File: config.mk
export PLATFORM = sky130hd
export DESIGN_NAME = odometer_seq_ctrl
export DESIGN_NICKNAME = d
export VERILOG_FILES = /design/src/rtl/odometer_seq_ctrl_pkg.sv /design/src/rtl/odo_count_capture.sv /design/src/rtl/odometer_seq_ctrl.sv
export SDC_FILE = /design/constraint.sdc
export NUM_CORES = 1
export LEC_CHECK = 0
export BUFFER_PORTS_ARGS = -buffer_cell sky130_fd_sc_hd__buf_2
export CAP_MARGIN = 20
export CORE_MARGIN = 4
export CORE_UTILIZATION = 52
export DETAILED_ROUTE_END_ITERATION = 10
export GPL_TIMING_DRIVEN = 1
export HOLD_SLACK_MARGIN = 0.15
export MAX_ROUTING_LAYER = met4
export PLACE_DENSITY = 0.76
export SETUP_SLACK_MARGIN = 0.2
export SYNTH_ARGS = -nofsm -noshare
export SYNTH_HDL_FRONTEND = slang
export SYNTH_SLANG_ARGS = --single-unit
export TNS_END_PERCENT = 50
File: constraint.sdc
create_clock -name CLK -period 2.4 [get_ports CLK]
set_input_delay 0.24 -clock CLK [delete_from_list [all_inputs] [get_ports CLK]]
set_output_delay 0.24 -clock CLK [all_outputs]
set_load 0.03 [all_outputs]
File: src/rtl/odometer_seq_ctrl_pkg.sv
// Shared definitions for the odometer measurement sequencer: state encoding,
// SEL bit positions and default widths.
package odometer_seq_ctrl_pkg;

  localparam int CNT_W_DEF = 12;

  // Bit positions inside CMD_SEL = {INV101, INV97, INV99}
  localparam int SEL_INV99  = 0;
  localparam int SEL_INV97  = 1;
  localparam int SEL_INV101 = 2;

  typedef enum logic [2:0] {
    ST_IDLE,
    ST_CONFIG,
    ST_LOADW,
    ST_STRESS,
    ST_MEAS,
    ST_SETTLE,
    ST_CAPTURE,
    ST_RESULT
  } state_t;

  function automatic int max_i(int a, int b);
    return (a > b) ? a : b;
  endfunction

endpackage

File: src/rtl/odo_count_capture.sv
// Brings the asynchronous BF_COUNT into the CLK domain and waits for two equal
// consecutive samples, giving up after CAP_TO cycles.
module odo_count_capture
  import odometer_seq_ctrl_pkg::*;
#(
  parameter int CNT_W  = CNT_W_DEF,
  parameter int CAP_TO = 8
) (
  input  logic             CLK,
  input  logic             RESETB,
  input  logic             start,     // held high for the whole capture window
  input  logic [CNT_W-1:0] bf_count,
  output logic             done,
  output logic             err,
  output logic [CNT_W-1:0] count
);

  localparam int TO_W = $clog2(CAP_TO + 1);

  logic [CNT_W-1:0] sync1, sync2, prev;
  logic [TO_W-1:0]  tcnt;
  logic             match;
  logic             timeout;

  // NOTE: sequential state is written with <= so every flop samples pre-edge values.
  always_ff @(posedge CLK or negedge RESETB) begin
    if (!RESETB) begin
      sync1 <= '0;
      sync2 <= '0;
      prev  <= '0;
      tcnt  <= '0;
    end else begin
      sync1 <= bf_count;
      sync2 <= sync1;
      prev  <= sync2;
      if (!start)
        tcnt <= '0;
      else if (tcnt != TO_W'(CAP_TO - 1))
        tcnt <= tcnt + TO_W'(1);
    end
  end

  // The first window cycle has no earlier in-window sample to compare against.
  assign match   = start && (tcnt != '0) && (sync2 == prev);
  assign timeout = start && (tcnt == TO_W'(CAP_TO - 1)) && !match;
  assign done    = match || timeout;
  assign err     = timeout;
  assign count   = sync2;

endmodule

File: src/rtl/odometer_seq_ctrl.sv
// Measurement sequencer: takes one command, drives the odometer control pins
// through config/load/stress/measure/settle, captures BF_COUNT and returns it.
module odometer_seq_ctrl
  import odometer_seq_ctrl_pkg::*;
#(
  parameter int CNT_W      = CNT_W_DEF,
  parameter int STRESS_W   = 16,
  parameter int MEAS_W     = 16,
  parameter int LOAD_DLY   = 5,
  parameter int SETTLE_CYC = 4,
  parameter int CAP_TO     = 8
) (
  input  logic                CLK,
  input  logic                RESETB,
  input  logic                CMD_VALID,
  output logic                CMD_READY,
  input  logic                CMD_AC_DC,
  input  logic [2:0]          CMD_SEL,
  input  logic [STRESS_W-1:0] CMD_STRESS,
  input  logic [MEAS_W-1:0]   CMD_MEAS,
  input  logic                ABORT,
  output logic                ODO_START,
  output logic                ODO_AC_DC,
  output logic                ODO_SEL_INV99,
  output logic                ODO_SEL_INV97,
  output logic                ODO_SEL_INV101,
  output logic                ODO_LOAD,
  output logic                ODO_MEAS_TRIG,
  input  logic [CNT_W-1:0]    ODO_BF_COUNT,
  output logic                RES_VALID,
  input  logic                RES_READY,
  output logic [CNT_W-1:0]    RES_COUNT,
  output logic                RES_ERR,
  output logic                BUSY
);

  localparam int DUR_W = max_i(STRESS_W, MEAS_W);

  state_t              state, next_state;
  logic [DUR_W-1:0]    dur_cnt, dur_reload;
  logic [STRESS_W-1:0] lat_stress;
  logic [MEAS_W-1:0]   lat_meas;
  logic [2:0]          sel;
  logic                dur_done, active;
  logic                cap_done, cap_err;
  logic [CNT_W-1:0]    cap_count;

  assign dur_done = (dur_cnt == '0);
  assign active   = (state inside {ST_CONFIG, ST_LOADW, ST_STRESS, ST_MEAS,
                                   ST_SETTLE, ST_CAPTURE});

  odo_count_capture #(
    .CNT_W  (CNT_W),
    .CAP_TO (CAP_TO)
  ) u_capture (
    .CLK      (CLK),
    .RESETB   (RESETB),
    .start    (state == ST_CAPTURE),
    .bf_count (ODO_BF_COUNT),
    .done     (cap_done),
    .err      (cap_err),
    .count    (cap_count)
  );

  // NOTE: every always_comb output gets a default first, so no path infers a latch.
  always_comb begin
    next_state = state;
    unique case (state)
      ST_IDLE:    if (CMD_VALID) next_state = (CMD_SEL == 3'b000) ? ST_RESULT : ST_CONFIG;
      ST_CONFIG:  next_state = ST_LOADW;
      ST_LOADW:   if (dur_done) next_state = (lat_stress != '0) ? ST_STRESS : ST_MEAS;
      ST_STRESS:  if (dur_done) next_state = ST_MEAS;
      ST_MEAS:    if (dur_done) next_state = ST_SETTLE;
      ST_SETTLE:  if (dur_done) next_state = ST_CAPTURE;
      ST_CAPTURE: if (cap_done) next_state = ST_RESULT;
      ST_RESULT:  if (RES_READY) next_state = ST_IDLE;
      default:    next_state = ST_IDLE;
    endcase
    // Abort overrides any phase end on the same edge.
    if (ABORT && active) next_state = ST_IDLE;
  end

  // Remaining-cycles value loaded when a timed state is entered.
  always_comb begin
    dur_reload = '0;
    case (next_state)
      ST_LOADW:  dur_reload = DUR_W'(LOAD_DLY - 1);
      ST_STRESS: dur_reload = DUR_W'(lat_stress) - DUR_W'(1);
      ST_MEAS:   dur_reload = (lat_meas == '0) ? '0 : DUR_W'(lat_meas) - DUR_W'(1);
      ST_SETTLE: dur_reload = DUR_W'(SETTLE_CYC - 1);
      default:   dur_reload = '0;
    endcase
  end

  always_ff @(posedge CLK or negedge RESETB) begin
    if (!RESETB) begin
      state      <= ST_IDLE;
      dur_cnt    <= '0;
      lat_stress <= '0;
      lat_meas   <= '0;
    end else begin
      state <= next_state;
      if (next_state != state)
        dur_cnt <= dur_reload;
      else if (!dur_done)
        dur_cnt <= dur_cnt - DUR_W'(1);
      if (state == ST_IDLE && CMD_VALID) begin
        lat_stress <= CMD_STRESS;
        lat_meas   <= CMD_MEAS;
      end
    end
  end

  // Outputs are flops decoded from next_state so they line up with the state register.
  always_ff @(posedge CLK or negedge RESETB) begin
    if (!RESETB) begin
      ODO_START     <= 1'b0;
      ODO_AC_DC     <= 1'b0;
      sel           <= 3'b000;
      ODO_LOAD      <= 1'b0;
      ODO_MEAS_TRIG <= 1'b0;
      RES_VALID     <= 1'b0;
      RES_COUNT     <= '0;
      RES_ERR       <= 1'b0;
      CMD_READY     <= 1'b1;
      BUSY          <= 1'b0;
    end else begin
      CMD_READY     <= (next_state == ST_IDLE);
      BUSY          <= (next_state != ST_IDLE);
      ODO_MEAS_TRIG <= (next_state == ST_MEAS);
      RES_VALID     <= (next_state == ST_RESULT);
      if (next_state == ST_IDLE) begin
        ODO_START <= 1'b0;
        ODO_AC_DC <= 1'b0;
        sel       <= 3'b000;
        ODO_LOAD  <= 1'b0;
      end else begin
        if (state == ST_IDLE && next_state == ST_CONFIG) begin
          ODO_START <= 1'b1;
          ODO_AC_DC <= CMD_AC_DC;
          sel       <= CMD_SEL;
        end
        if (next_state == ST_LOADW) ODO_LOAD <= 1'b1;
      end
      if (state == ST_IDLE && next_state == ST_RESULT) begin
        RES_COUNT <= '0;
        RES_ERR   <= 1'b1;
      end else if (state == ST_CAPTURE && next_state == ST_RESULT) begin
        RES_COUNT <= cap_count;
        RES_ERR   <= cap_err;
      end
    end
  end

  assign ODO_SEL_INV99  = sel[SEL_INV99];
  assign ODO_SEL_INV97  = sel[SEL_INV97];
  assign ODO_SEL_INV101 = sel[SEL_INV101];

endmodule
* Word level (Yosys, flattened, before mapping)
Cells that the tools add are included.
** Storage, ports and cells
- Bits in registers :: 114
- Input bits :: 53
- Output and inout bits :: 23
- Logic and storage cells :: 93
** Cells by class
- $add $sub $neg :: 4
- Equal/unequal tests :: 19
- Mux-type cells :: 29
- Reduce and logical (&&, ||, !) cells :: 23
** Operators by type and width (count)
- case mux 16 bit (4 select lines) :: 1
- two-way mux 16 bit :: 3
- subtractor 16 x 1 -> 16 bit, second input constant :: 3
- two-way mux 3 bit :: 12
- logical NOT 16 bit :: 2
- two-way mux 12 bit :: 2
- case mux 3 bit (8 select lines) :: 1
- == test 3 bit, second input constant :: 7
- nonzero test 16 bit :: 1
- == test 12 bit :: 1
- == test 3 x 2 -> 1 bit, second input constant :: 4
- logical AND 1 bit :: 9
- logical NOT 3 bit :: 3
- two-way mux 1 bit :: 8
- two-way mux 4 bit :: 2
- == test 3 x 1 -> 1 bit, second input constant :: 2
- nonzero test 2 bit :: 3
- nonzero test 6 bit :: 1
- adder 4 x 1 -> 4 bit, second input constant :: 1
- == test 4 x 3 -> 1 bit, second input constant :: 1
- inequality test 4 x 3 -> 1 bit, second input constant :: 1
- nonzero test 4 bit :: 1
- inequality test 3 bit :: 1
- nonzero test 3 bit :: 1
- other kinds (4) :: 4

* Depth between registers and ports, before layout
Gate-level depths: netlist of the first run.
- Depth after elaboration :: 13
- Gate-level depth with buffers :: 12
- Gate-level depth less buffers :: 9

* By module
A second synthesis of the first run with hierarchy kept.
** Second synthesis, totals
- Cell total of the unflattened synthesis :: 513
- Area total of the unflattened synthesis :: 5501.5 µm²
** By module, submodules not included
- odometer_seq_ctrl :: times used 1, cells each 437, area each 4224.1 µm², sequential area each 1853.0 µm²
- odo_count_capture :: times used 1, cells each 76, area each 1277.5 µm², sequential area each 1001.0 µm²

* Worst setup path after synthesis of the first run
No wires, ideal clock.
- Path type :: register -> register
- From :: register dur_cnt[0]
- To :: register dur_cnt[0]
- Library setup time :: 0.124 ns
- Arrival time :: 2.542 ns
- Required time :: 2.276 ns
- Slack :: -0.265 ns
- Stages on the path, launching flop included :: 12
- Buffers on the path :: 2
- Period minus slack after synthesis :: 2.665 ns
- Cells stage by stage :: dfrtp_1 inv_1 ha_1 nor4b_1 nand4_1 buf_2 a211o_1 a221oi_2 a211o_2 buf_2 o21ai_0 o31a_1
** Between the ends
- Longest elaborated chain between the ends :: 7
** RTL lines
- start, declared :: RTL line odometer_seq_ctrl.sv:40 : logic [DUR_W-1:0] dur_cnt, dur_reload;
- start signal, assigned :: RTL line odometer_seq_ctrl.sv:104 : dur_cnt <= dur_reload;
- start signal, assigned :: RTL line odometer_seq_ctrl.sv:106 : dur_cnt <= dur_cnt - DUR_W'(1);
- logical NOT 16 bit :: RTL line odometer_seq_ctrl.sv:48 : assign dur_done = (dur_cnt == '0);
- two-way mux 3 bit, on equally long branches
- case mux 3 bit (8 select lines) :: RTL line odometer_seq_ctrl.sv:68 : unique case (state)
- two-way mux 3 bit :: RTL line odometer_seq_ctrl.sv:80 : if (ABORT && active) next_state = ST_IDLE;
- == test 3 bit or == test 3 x 2 -> 1 bit (tied branches) :: RTL line odometer_seq_ctrl.sv:86 : case (next_state)
- case mux 16 bit (4 select lines) :: RTL line odometer_seq_ctrl.sv:86
- two-way mux 16 bit :: RTL line odometer_seq_ctrl.sv:103 : if (next_state != state)
Several ways; a longest one is shown, not always the timed one. The select of a mux whose other input is x is not followed.
A chain may end at the register's enable or synchronous reset.

* Final worst setup path of the first run
- From :: register lat_meas[6]
- To :: register dur_cnt[0]
** Between the ends
- Longest elaborated chain between the ends :: 4
** RTL lines
- start, declared :: RTL line odometer_seq_ctrl.sv:42 : logic [MEAS_W-1:0] lat_meas;
- start signal, assigned :: RTL line odometer_seq_ctrl.sv:100 : lat_meas <= '0;
- start signal, assigned :: RTL line odometer_seq_ctrl.sv:109 : lat_meas <= CMD_MEAS;
- logical NOT 16 bit :: RTL line odometer_seq_ctrl.sv:89 : ST_MEAS: dur_reload = (lat_meas == '0) ? '0 : DUR_W'(lat_meas) - DUR_W'(1);
- two-way mux 16 bit :: RTL line odometer_seq_ctrl.sv:89
- case mux 16 bit (4 select lines) :: RTL line odometer_seq_ctrl.sv:86
- two-way mux 16 bit :: RTL line odometer_seq_ctrl.sv:103
No other way between the ends.

==> impl_results.md, run 1 <==
- Layout area overhead: 51.9%
- Post-route cell area: ~8400 um2
- Critical Path Max Stage Delay: about 540 ps
- WP buf/inv: 1
- Result of the run: finished, violations left
- P_int: 6.45 mW
- Max-slew violations: 0
- Starting Density: 0.536
- CTS sink count: 114
- Clock power share: 0.209
- Critical-path cell list: or4_4 -> or4_4 -> or4b_4 -> nor3b_4 -> buf_4 -> nor4_2 -> o31a_1
- Deepest clock path buffer count: 2
- RSZ-0062 raised after global routing: yes
- Setup CP Type: flip-flop to flip-flop
- CTS root buf: clkbuf_8
- Drt first pass iters: 6
- Post-Place Worst Slack: -437 ps
- Post-synth cell types: 64
- I/O pin count: 76
- Share of synthesized area occupied by flip-flops and latches: 0.516
- H-tree Lvls: 4
- Initial antenna violation count: 0
- PnR Total Power: 11.2 mW
- CTS tree: yes
- Net switching power: 4.79 mW
- Wirelength per Cell: 24.2 um
- IO Port Bufs: 75
- Diode count: 0
- PD cells: 1340 nW/um2
- Finished Core Util: 0.814
- CTS clk-pin slew, worst paths: about 60 ps
- # DRC: 0
- Final setup margin: -446 ps
- Count of warnings emitted by yosys: 0
- Cell depth of the worst setup path: 7
- Layout cells sized above 1: 0.432
- First DRT Iteration DRCs: 742
- Worst Reg-to-Reg Cells: 7
- Routability cong.: 0.962
- Most frequent cells in the layout: buf_4 (119), dfrtp_1 (113), buf_2 (74), dlygate4sd3_1 (49), nor2_1 (40)
- HP Class: input port to async pin
- Nets@finish: roughly 800
- Startpoint Class: flip-flop
- Asr flop ratio synth: 1.00
- Syn_nets: 555
- Peak Freq: 0.351 GHz
- Number of global-route vias before repair: 5,696
- Via count: 5,739
- Total gr overflow: 0
- Crit-path max FO: 2
- Placed inst area: between 6000 and 7000 um2
- Placed insts: 801
- Crit path time final: about 2800 ps
- Seq cells post-synth: 114
- Finish-stage setup viols: 37
- Worst Clk Skew: 11.8 ps
- Tcrit/Tclk final: 1.19
- Most used cell, CP: or4_4
- Dpl hpwl: 10,600 um
- Leak: between 3 and 4 nW
- Hold Fails Final Rpt: 0
- Final setup TNS: -10,750 ps
- Sw Ratio: 0.426
- First-pass GRT wire length: 31,100 um
- Core area: 10,300 um2
- Post-synthesis cell area: 5530 um2
- Post-route ant nets: 0
- Mean area per synthesized cell: roughly 11 um2
- Die Footprint: 12,300 um2
- Worst-margin pin slew: 977 ps
- Non-Filler Instances: 906
- Die Y: between 100 and 150 um
- Cells after Synth: 496
- Clk Latency, worst-skew pair: 550 ps
- Number of cell rows: 37
- Largest net degree at the start of global routing: 56
- Ys flop type: dfrtp_1
- Number of enable flip-flop cells after synthesis: 0
- Power share of the combinational group: 0.534
- Commonest non-fill, non-tap cell in the layout: buf_4
- Delay-heaviest family, CP: simple AND/OR/NAND/NOR gates
- Max IR drop VDD: 0.741 mV
- Gr usage total: 0.332
- Via density per instance: about 6.3
- Worst path slowest cell: or4b_4
- Slew headroom: 0.344
- TritonCTS buffer count: 17
- CP required: around 2800 ps
- Die width: 111 um
- Sequential Power Share: 0.257
- Post-Route WL: approximately 22,000 um
- WHS: about 280 ps
- Max-cap violations: 0
- CP endpoint kind: flip-flop
- Arrival time worst endpoint: about 3300 ps
- Failing checks: setup timing
-- layout make-up --
cell class	instances	area [um2]
Fill cell	449	1920
Clock inverter	12	101
Inverter	12	48.8
Clock buffer	20	435
Sequential cell	114	2850
Tap cell	136	170
Timing Repair Buffer	261	1990
Multi-Input combinational cell	351	2800
-- worst paths after layout --
kind | slack, ps | endpoint | from
worst max-delay path | -450 | dur_cnt[0]$_DFFE_PN0P_ | lat_meas[6]$_DFFE_PN0P_
worst min-delay path | 280 | u_capture.count[10]$_DFF_PN0_ | RESETB
worst max register to register | -450 | dur_cnt[0]$_DFFE_PN0P_ | lat_meas[6]$_DFFE_PN0P_
worst min register to register | 350 | u_capture.count[4]$_DFF_PN0_ | u_capture.sync1[4]$_DFF_PN0_
max in group asynchronous | 1360 | CMD_READY$_DFF_PN1_ | RESETB
min in group CLK | 280 | state[0]$_DFF_PN0_ | ABORT
-- repair_timing --
item,in CTS,in global routing
endpoints found under the setup margin,39,42
setup buffers,12,11
hold endpoints to repair,101,0
hold buffers,49,0
gates cloned,1,0
resized for setup,30,26
pin swaps,16,32
-- worst register-to-register path: cells and delay by family, from the launching register on --
family          cells  cell delay, ps
compound gates      1             290
flops               1             450
buf+inv             1             180
simple gates        5            1800
-- synth_stat cells, types with 2 or more instances --
| cell | n | area [um2] |
|---|---|---|
| inv_1 | 11 | 41.3 |
| a21oi_1 | 12 | 60.1 |
| clkbuf_1 | 12 | 45.0 |
| or4_1 | 2 | 15.0 |
| a22o_1 | 15 | 131 |
| nand3b_1 | 4 | 30.0 |
| a211oi_2 | 2 | 25.0 |
| o21ai_0 | 11 | 55.1 |
| o211ai_1 | 2 | 15.0 |
| nor3b_1 | 3 | 22.5 |
| nand4_1 | 10 | 62.6 |
| nor2_1 | 41 | 154 |
| nand2_1 | 35 | 131 |
| mux2_2 | 31 | 349 |
| and2_1 | 5 | 31.3 |
| nor2b_1 | 3 | 18.8 |
| nor4_1 | 15 | 93.8 |
| a211o_1 | 2 | 17.5 |
| or4_4 | 2 | 22.5 |
| mux2i_1 | 2 | 20.0 |
| a211oi_1 | 3 | 22.5 |
| xnor2_1 | 28 | 245 |
| ha_1 | 6 | 75.1 |
| xor2_1 | 25 | 219 |
| nor3_1 | 18 | 90.1 |
| o31a_1 | 2 | 17.5 |
| o211ai_2 | 9 | 113 |
| buf_2 | 4 | 20.0 |
| buf_1 | 3 | 11.3 |
| nand3_1 | 21 | 105 |
| o21bai_1 | 2 | 15.0 |
| dfrtp_1 | 113 | 2830 |
| nor4b_1 | 4 | 35.0 |
| nand2b_1 | 4 | 25.0 |
| o31ai_1 | 2 | 15.0 |
| o221ai_1 | 4 | 35.0 |
-- power by group through the flow --
stage / sequential, mW / clock [mW] / combinational (mW)
after global placement: 2.77 / 0 / 4.60
after floorplan: 2.99 / 0 / 2.64
final: 2.89 / 2.35 / 6.00
after global routing: 2.92 / 2.44 / 6.25
after detailed placement: 2.80 / 0 / 4.72
after CTS: 2.80 / 2.29 / 5.18
-- sequential cells by signal, indices dropped and copies added, names as in the netlist --
| register | count |
|---|---|
| BUSY | 1 |
| CMD_READY | 1 |
| ODO_AC_DC | 1 |
| ODO_LOAD | 1 |
| ODO_MEAS_TRIG | 1 |
| ODO_START | 1 |
| RES_COUNT | 12 |
| RES_ERR | 1 |
| RES_VALID | 1 |
| dur_cnt | 16 |
| lat_meas | 16 |
| lat_stress | 16 |
| sel | 3 |
| state | 3 |
| u_capture.count | 12 |
| u_capture.prev | 12 |
| u_capture.sync1 | 12 |
| u_capture.tcnt | 4 |
-- metal layers --
metal	share of wire	vias up	track usage
met3	0.099	169	0.0830
met1	0.36	2743	0.403
met2	0.47	498	0.530
li1	-	2329	-
met4	0.072	0	0.146
met5	0	-	-
-- cells by family (layout without fill, tap and decap cells) --
kind of cell,after synthesis,in the layout,share of synthesized area
muxes,33,33,0.0668
buffers and inverters,32,305,0.0256
AOI/OAI and AO/OA,82,82,0.124
DFF,114,114,0.516
xor gates and xnor gates,53,53,0.0840
and+or+nand+nor,176,177,0.170
adders and majority gates,6,6,0.0136
Power figures use the tool's default switching activity.
==> run 2: changes to the inputs <==
Settings changed: ABC_AREA from default to 1, SLEW_MARGIN from default to 20.
==> run 2 against run 1 <==
Cell count is 14% higher. Clock power rose by 11%. Highest routed layer unchanged. Clock skew shrank 3.4 ps. Non-clock buffer count shrank 82. Critical path type unchanged. The run now ends clean.
==> impl_results.md, run 2 <==
- Result of the run: complete, no violations
- Max IR drop VDD: 0.828 mV (+12%)
- Ys flop type: dfrtp_1
- Initial antenna violation count: 0 (unchanged)
- Non-Filler Instances: 1,033 (+14%)
- Core area: 10,900 um2 (+5.5%)
- Startpoint Class: flip-flop
- Share of synthesized area occupied by flip-flops and latches: 0.489 (-0.0269)
- R2r setup slk: 110 ps (+560 ps)
- Most common cell in the synthesized netlist: nand2_1
- Total gr overflow: 0 (unchanged)
- Cell taking the most area after synthesis: dfrtp_1
- Routability cong.: 0.936 (-2.7%)
- Max-slew violations: 0 (unchanged)
- Worst Min Path Start: ABORT
- HP Class: input port to flip-flop
- Post-Place Worst Slack: -43.9 ps (+393 ps)
- WHS: 285 ps (+5.58 ps)
- # DRC: 0 (unchanged)
- Net switching power: 5.00 mW (+4.3%)
- First DRT Iteration DRCs: 443 (-40%)
- Compound-Gate Fraction of Synth Area: 0.0849 (-0.0388)
- Regs by FF count: dur_cnt (16), lat_meas (16), lat_stress (16)
- WHS Path Cells: 5
- Post-synthesis mux area share: 0 (-0.0668)
- Placed insts: 920 (+15%)
- Finish-stage setup viols: 0 (-100%)
- Via density per instance: 5.33 (-16%)
- Count of warnings emitted by yosys: 0 (unchanged)
- Share of the synthesized area in the top cell type: 0.485 (-0.0267)
- Nets@finish: 939 (+15%)
- TritonCTS buffer count: 17 (unchanged)
- Mean area per synthesized cell: 8.38 um2 (-25%)
- First-pass GRT wire length: 26,800 um (-14%)
- Arrival time worst endpoint: 2750 ps (-530 ps)
- Sequential Power Share: 0.260 (+0.003)
- Seq cells post-synth: 114 (unchanged)
- Largest net degree at the start of global routing: 52 (-7.1%)
- Die width: 114 um (+2.5%)
- Power share of the combinational group: 0.507 (-0.027)
- Syn_nets: 755 (+36%)
- FF-to-FF End: dur_cnt[3]$_DFFE_PN0P_
- P_int: 6.22 mW (-3.7%)
- Number of enable flip-flop cells after synthesis: 0 (unchanged)
- Die Footprint: 13,000 um2 (+5.1%)
- Dpl hpwl: 10,300 um (-3.2%)
- Filler Cell Count: 701 (+56%)
- Final setup TNS: 0 ps (+10,750 ps)
- Post-route ant nets: 0 (unchanged)
- I/O pin count: 76 (unchanged)
- Number of cell rows: 38 (+2.7%)
- CTS root buf: clkbuf_8
- Via count: 5,502 (-4.1%)
- Post-synth cell types: 41 (-36%)
- Post-Synth Adder-Cell Area: 0.0129 (-0.000708)
- CTS clk-pin slew, worst paths: 60 ps (about the same)
- CP required: 2860 ps (+30 ps)
- Sw Ratio: 0.446 (+0.0194)
- Post-Synth XOR/XNOR Area: 0.0556 (-0.0284)
- Commonest non-fill, non-tap cell in the layout: nand2_1
- CTS sink count: 114 (unchanged)
- Hold Fails Final Rpt: 0 (unchanged)
- Die Y: 114 um (+2.5%)
- RSZ-0062 raised after global routing: yes
- Final setup margin: 113 ps (+558 ps)
- Cells after Synth: 696 (+40%)
- Crit-path max FO: 8 (+6)
- Drt first pass iters: 6 (unchanged)
- Main combinational cell family by area after synthesis: simple AND/OR/NAND/NOR gates
- Ranking of synthesized cells by area: dfrtp_1 (48%), nand2_1 (12%), o21ai_0 (4.5%), nor2_1 (4.2%), nand3_1 (3.9%)
- Area of the multi-input gates: 2890 um2 (+3.2%)
- Post-synthesis cell area: 5830 um2 (+5.5%)
- Clock power share: 0.233 (+0.024)
- Slew headroom: 0.558 (+0.214)
- Worst-margin pin slew: 664 ps (-313 ps)
- Gr usage total: 0.270 (-0.0623)
- Asr flop ratio synth: 1.00 (unchanged)
- Wirelength per Cell: 16.5 um (-32%)
- PD cells: 1380 nW/um2 (+2.8%)
- CTS tree: yes
- Synth Area in Simple Gates: 0.293 (+0.122)
- CP endpoint kind: flip-flop
- Clk Latency, worst-skew pair: 540 ps (about the same)
- Deepest clock path buffer count: 2 (unchanged)
- Most frequent cells in the layout: nand2_1 (173), dfrtp_1 (111), buf_2 (74), inv_1 (54), nor2_1 (51)
- Setup CP Type: flip-flop to flip-flop
- FF+latch area: 2860 um2 (about the same)
- Starting Density: 0.536 (about the same)
- Peak Freq: 0.437 GHz (+24%)
- Diode count: 0 (unchanged)
- H-tree Lvls: 4 (unchanged)
- Tcrit/Tclk final: 0.953 (-0.233)
- Worst Clk Skew: 8.38 ps (-3.39 ps)
- PnR Total Power: 11.2 mW (-0.28%)
- IO Port Bufs: 75 (unchanged)
- Layout cells sized above 1: 0.316 (-0.117)
- Worst Reg-to-Reg Cells: 15 (+8)
- Layout area overhead: 39.6%
- Max-cap violations: 0 (unchanged)
- Number of global-route vias before repair: 5,522 (-3.1%)
- Hold Path End: state[1]$_DFF_PN0_
- Top cells by count, synth: nand2_1 (186), dfrtp_1 (113), nor2_1 (65)
- Crit path time final: 2290 ps (-558 ps)
- Post-Route WL: 17,000 um (-22%)
- Leak: 4.04 nW (+3.7%)
- Worst reg2reg path startpoint: dur_cnt[1]$_DFFE_PN0P_
[run 2: cell types whose count changed after synthesis, moves of 12 or more]
cell and delta:
o21ai_0 +42, mux2_2 -31, nor4_1 -13, xnor2_1 -12, nand2_2 +17, nor2_1 +24, a22o_1 -15, inv_1 +48
nand3_1 +25, nand2_1 +151
[run 2: power by group through the flow]
stage,clock network (mW),logic (mW),registers [mW]
global route,2.73,6.19,2.97
global placement,0,4.37,2.86
CTS,2.62,4.97,2.89
finish,2.62,5.69,2.91
floorplan,0,3.14,3.06
detailed placement,0,4.51,2.89
[run 2: cell families after synthesis]
group                    Yosys count
AO/OA/AOI/OAI                     87
flip-flops                       114
XOR/XNOR                          37
buffers and inverters             86
adder cells (fa/ha/maj)            6
AND/OR/NAND/NOR                  366
[run 2: through the flow]
step | util | instance area (um2)
detailed placement | 0.598 | 6510
floorplan | - | 5830
finish | 0.748 | 8140
CTS | 0.719 | 7830
global route | 0.748 | 8140
global placement | 0.598 | 6510
[run 2: worst max-delay path, cell delays in order, from the launching register on]
cell	delay, ps
dfrtp_1	390
inv_2	90
ha_4	150
nand2_4	70
nor2_4	140
nand2_4	110
o21bai_4	190
nand2_2	90
nand2_4	80
nand2_4	90
nor2_4	220
buf_6	150
nand4_1	120
nand2_1	100
nand2_1	70
a21oi_1	150
[run 2: worst max-delay path by stage]
stage,start,to,slack (ps),cells past startpoint
after CTS,dur_cnt[12]$_DFFE_PN0P_,dur_cnt[0]$_DFFE_PN0P_,190,16
after floorplan,dur_cnt[0]$_DFFE_PN0P_,dur_cnt[6]$_DFFE_PN0P_,220,14
after detailed placement,lat_stress[1]$_DFFE_PN0P_,dur_cnt[0]$_DFFE_PN0P_,-40,17
after global placement,dur_cnt[0]$_DFFE_PN0P_,dur_cnt[5]$_DFFE_PN0P_,70,14
final,dur_cnt[1]$_DFFE_PN0P_,dur_cnt[3]$_DFFE_PN0P_,110,15
after global routing,dur_cnt[0]$_DFFE_PN0P_,dur_cnt[0]$_DFFE_PN0P_,-4,17
[run 2: what timing repair did]
action / in CTS / in global routing
cloned: 0 / 2
endpoints found under the setup margin: 33 / 35
hold buffers: 49 / 0
gates resized for setup: 36 / 49
endpoints found under the hold margin: 97 / 0
pin swaps: 15 / 27
setup buffers: 11 / 19
[run 2: cell type report]
cell class | instances | share of cell area
multi-input combinational | 498 | 0.354
clock inverter | 15 | 0.0238
tap | 140 | 0.0215
clock buffer | 17 | 0.0509
inverter | 70 | 0.0341
sequential | 114 | 0.351
timing repair buffer | 179 | 0.165
[run 2: per-layer routing]
metal	global-route usage	vias up	wire length (um)
met3	0.0541	37	999
li1	-	2596	-
met2	0.437	214	8820
met5	-	-	0
met1	0.338	2655	6850
met4	0.101	0	370
==> run 3: changes to the inputs <==
Settings changed: BUFFER_PORTS_ARGS -buffer_cell sky130_fd_sc_hd__buf_2 to default, CORE_UTILIZATION 52 to 57, DONT_BUFFER_PORTS from default to 1, PLACE_DENSITY 0.76 to 0.75.
==> run 3 against run 2 <==
The run now ends with hold timing, setup timing left. Utilization up 5.8 points. Sequential share of layout area grew 0.90 points. Hold slack got worse by 870 ps. Clock power about the same. Wire length increased by 4.4%. Power up 3.5%. Non-clock buffer count decreased by 67. Die area decreased by 8.2%. Maximum frequency decreased by 5.4%. Critical path depth is 2 lower. Count of clock-buffer cells in the layout is 2 higher. Global-route usage up 1.5 points. Critical endpoint is now dur_cnt[8]$_DFFE_PN0P_. Largest cell class unchanged.
==> impl_results.md, run 3 (synthesized netlist as in run 2, its figures left out) <==
- Result of the run: finished, violations left
- Failing checks: hold timing, setup timing
- Core area: 9860 um2 (-9.4%)
- RSZ-0062 raised after global routing: yes
- Worst-margin pin slew: 484 ps (-179 ps)
- Layout cells sized above 1: 0.283 (-0.0325)
- Via count: 5,546 (+0.80%)
- Diode count: 0 (unchanged)
- Setup CP Type: flip-flop to flip-flop
- Arrival time worst endpoint: 2860 ps (+110 ps)
- Non-Filler Instances: 959 (-7.2%)
- PD cells: 1460 nW/um2 (+6.0%)
- Hold buffers post-CTS: 48 (-2.0%)
- Clock power share: 0.224 (-0.009)
- First-pass GRT wire length: 25,200 um (-5.8%)
- Clk Latency, worst-skew pair: 520 ps (-20 ps)
- Final setup margin: -18.1 ps (-131 ps)
- Worst path slowest cell: dfrtp_2
- IO Port Bufs: 0 (-100%)
- I/O pin count: 76 (unchanged)
- Final setup TNS: -18.1 ps (-18.1 ps)
- FF+latch area: 2860 um2 (about the same)
- CTS root buf: clkbuf_8
- Worst Clk Skew: 11.3 ps (+2.95 ps)
- Die Y: 109 um (-4.2%)
- Leak: 3.78 nW (-6.4%)
- TritonCTS buffer count: 17 (unchanged)
- Die Footprint: 11,900 um2 (-8.2%)
- CP endpoint kind: flip-flop
- Net switching power: 5.27 mW (+5.4%)
- Layout area overhead: 36.3%
- Dpl hpwl: 9480 um (-8.1%)
- Finish-stage setup viols: 1 (+1)
- FF-to-FF End: dur_cnt[8]$_DFFE_PN0P_
- Placed inst area: 6090 um2 (-6.5%)
- R2r setup slk: -20 ps (-130 ps)
- Most frequent cells in the layout: nand2_1 (171), dfrtp_1 (109), buf_4 (57), inv_1 (51), dlygate4sd3_1 (48)
- Number of cell rows: 36 (-5.3%)
- First DRT Iteration DRCs: 523 (+18%)
- H-tree Lvls: 4 (unchanged)
- CTS sink count: 114 (unchanged)
- # DRC: 0 (unchanged)
- Max-cap violations: 0 (unchanged)
- Max-slew violations: 0 (unchanged)
- Startpoint Class: flip-flop
- Post-Route WL: 17,800 um (+4.4%)
- Sequential Power Share: 0.278 (+0.018)
- Post-route cell area: 7950 um2 (-2.4%)
- Area of the multi-input gates: 2990 um2 (+3.8%)
- Total gr overflow: 0 (unchanged)
- HP Class: input port to async pin
- P_int: 6.34 mW (+2.0%)
- Placed insts: 835 (-9.2%)
- Hold Fails Final Rpt: 114 (+114)
- Initial antenna violation count: 0 (unchanged)
- Tcrit/Tclk final: 1.01 (+0.0545)
- Post-Place Worst Slack: -39.4 ps (+4.50 ps)
- Wirelength per Cell: 18.5 um (+12%)
- Critical Path Max Stage Delay: 510 ps (+120 ps)
- Gr usage total: 0.285 (+0.0147)
- Power share of the combinational group: 0.498 (-0.009)
- Deepest clock path buffer count: 2 (unchanged)
- Number of global-route vias before repair: 5,245 (-5.0%)
- Crit-path max FO: 6 (-2)
- CTS clk-pin slew, worst paths: 60 ps (about the same)
- CP required: 2840 ps (-20 ps)
- Starting Density: 0.591 (+0.0556)
- Post-route ant nets: 0 (unchanged)
- Via density per instance: 5.78 (+8.6%)
- Worst reg2reg path startpoint: state[1]$_DFF_PN0_
- Peak Freq: 0.414 GHz (-5.4%)
- Regs by FF count: dur_cnt (16), lat_meas (16), lat_stress (16)
- Routability cong.: 0.982 (+4.9%)
- CTS tree: yes
- Sw Ratio: 0.454 (+0.00816)
- Die width: 109 um (-4.2%)
- Commonest non-fill, non-tap cell in the layout: nand2_1
- Most used cell, CP: nand2_2
- Worst Reg-to-Reg Cells: 13 (-2)
- WHS: -587 ps (-872 ps)
- Finished Core Util: 0.806 (+0.0577)
- Slew headroom: 0.677 (+0.120)
- Largest net degree at the start of global routing: 115 (+120%)
- Filler Cell Count: 529 (-25%)
- Nets@finish: 872 (-7.1%)
- Critical-path cell list: buf_4 -> nor3_1 -> o22ai_2 -> nand2_1 -> nand2_2 -> nand3_4 -> nand2_8 -> nand2_2 -> nand2_4 -> nor2_8 -> clkbuf_16 -> nand2_2 -> a21oi_2
- Max IR drop VDD: 0.671 mV (-19%)
- Crit path time final: 2420 ps (+131 ps)
- Drt first pass iters: 7 (+1)
==> run 3: stage by stage <==
| stage | power [mW] | hold WS [ps] |
|---|---|---|
| 2_1_floorplan | 6.19 | -55.6 |
| 3_3_place_gp | 7.05 | -51.1 |
| 3_5_place_dp | 7.19 | -51.4 |
| 4_1_cts | 10.3 | -594 |
| 5_1_grt | 12.2 | -608 |
| 6_report | 11.6 | -587 |
==> run 3: worst max-delay path by stage <==
| stage | start | to | slack [ps] | cells past startpoint |
|---|---|---|---|---|
| after floorplan | dur_cnt[0]$_DFFE_PN0P_ | dur_cnt[6]$_DFFE_PN0P_ | 220 | 14 |
| after global placement | dur_cnt[0]$_DFFE_PN0P_ | dur_cnt[1]$_DFFE_PN0P_ | 50 | 14 |
| after detailed placement | dur_cnt[0]$_DFFE_PN0P_ | dur_cnt[1]$_DFFE_PN0P_ | -40 | 14 |
| after CTS | dur_cnt[1]$_DFFE_PN0P_ | dur_cnt[2]$_DFFE_PN0P_ | 200 | 15 |
| after global routing | state[2]$_DFF_PN0_ | dur_cnt[8]$_DFFE_PN0P_ | -120 | 13 |
| final | state[1]$_DFF_PN0_ | dur_cnt[8]$_DFFE_PN0P_ | -20 | 13 |
==> run 3: critical path, delay by kind of cell (launching register included) <==
| family | cells | cell delay [ps] |
|---|---|---|
| flops | 1 | 510 |
| buf+inv | 2 | 400 |
| compound gates | 2 | 280 |
| simple gates | 9 | 1150 |
==> run 3: repair_timing <==
item                                    in CTS  in global routing
endpoints found under the setup margin      36                 37
gates resized for setup                     39                 82
endpoints found under the hold margin      162                114
cloned                                       1                  2
pin swaps                                   12                 22
setup buffers                               16                 25
==> run 3: final cells by class <==
cell class,instances,share of cell area
Multi-Input combinational cell,497,0.377
Sequential cell,114,0.360
Timing Repair Buffer,112,0.130
Clock buffer,19,0.0543
Inverter,70,0.0356
Clock inverter,13,0.0219
Tap cell,133,0.0209
Timing Repair inverter,1,0.00110
==> run 3: routing by layer <==
metal  share of wire  track usage
met1            0.37        0.338
met2            0.50        0.465
met3           0.077       0.0728
met4           0.049        0.114
met5               0            -
==> run 3: power by group through the flow <==
stage	Combinational [mW]	Clock, mW	Sequential, mW
floorplan	3.14	0	3.06
global placement	3.88	0	3.17
detailed placement	4.00	0	3.19
CTS	4.55	2.59	3.17
global route	6.18	2.70	3.28
finish	5.78	2.60	3.23
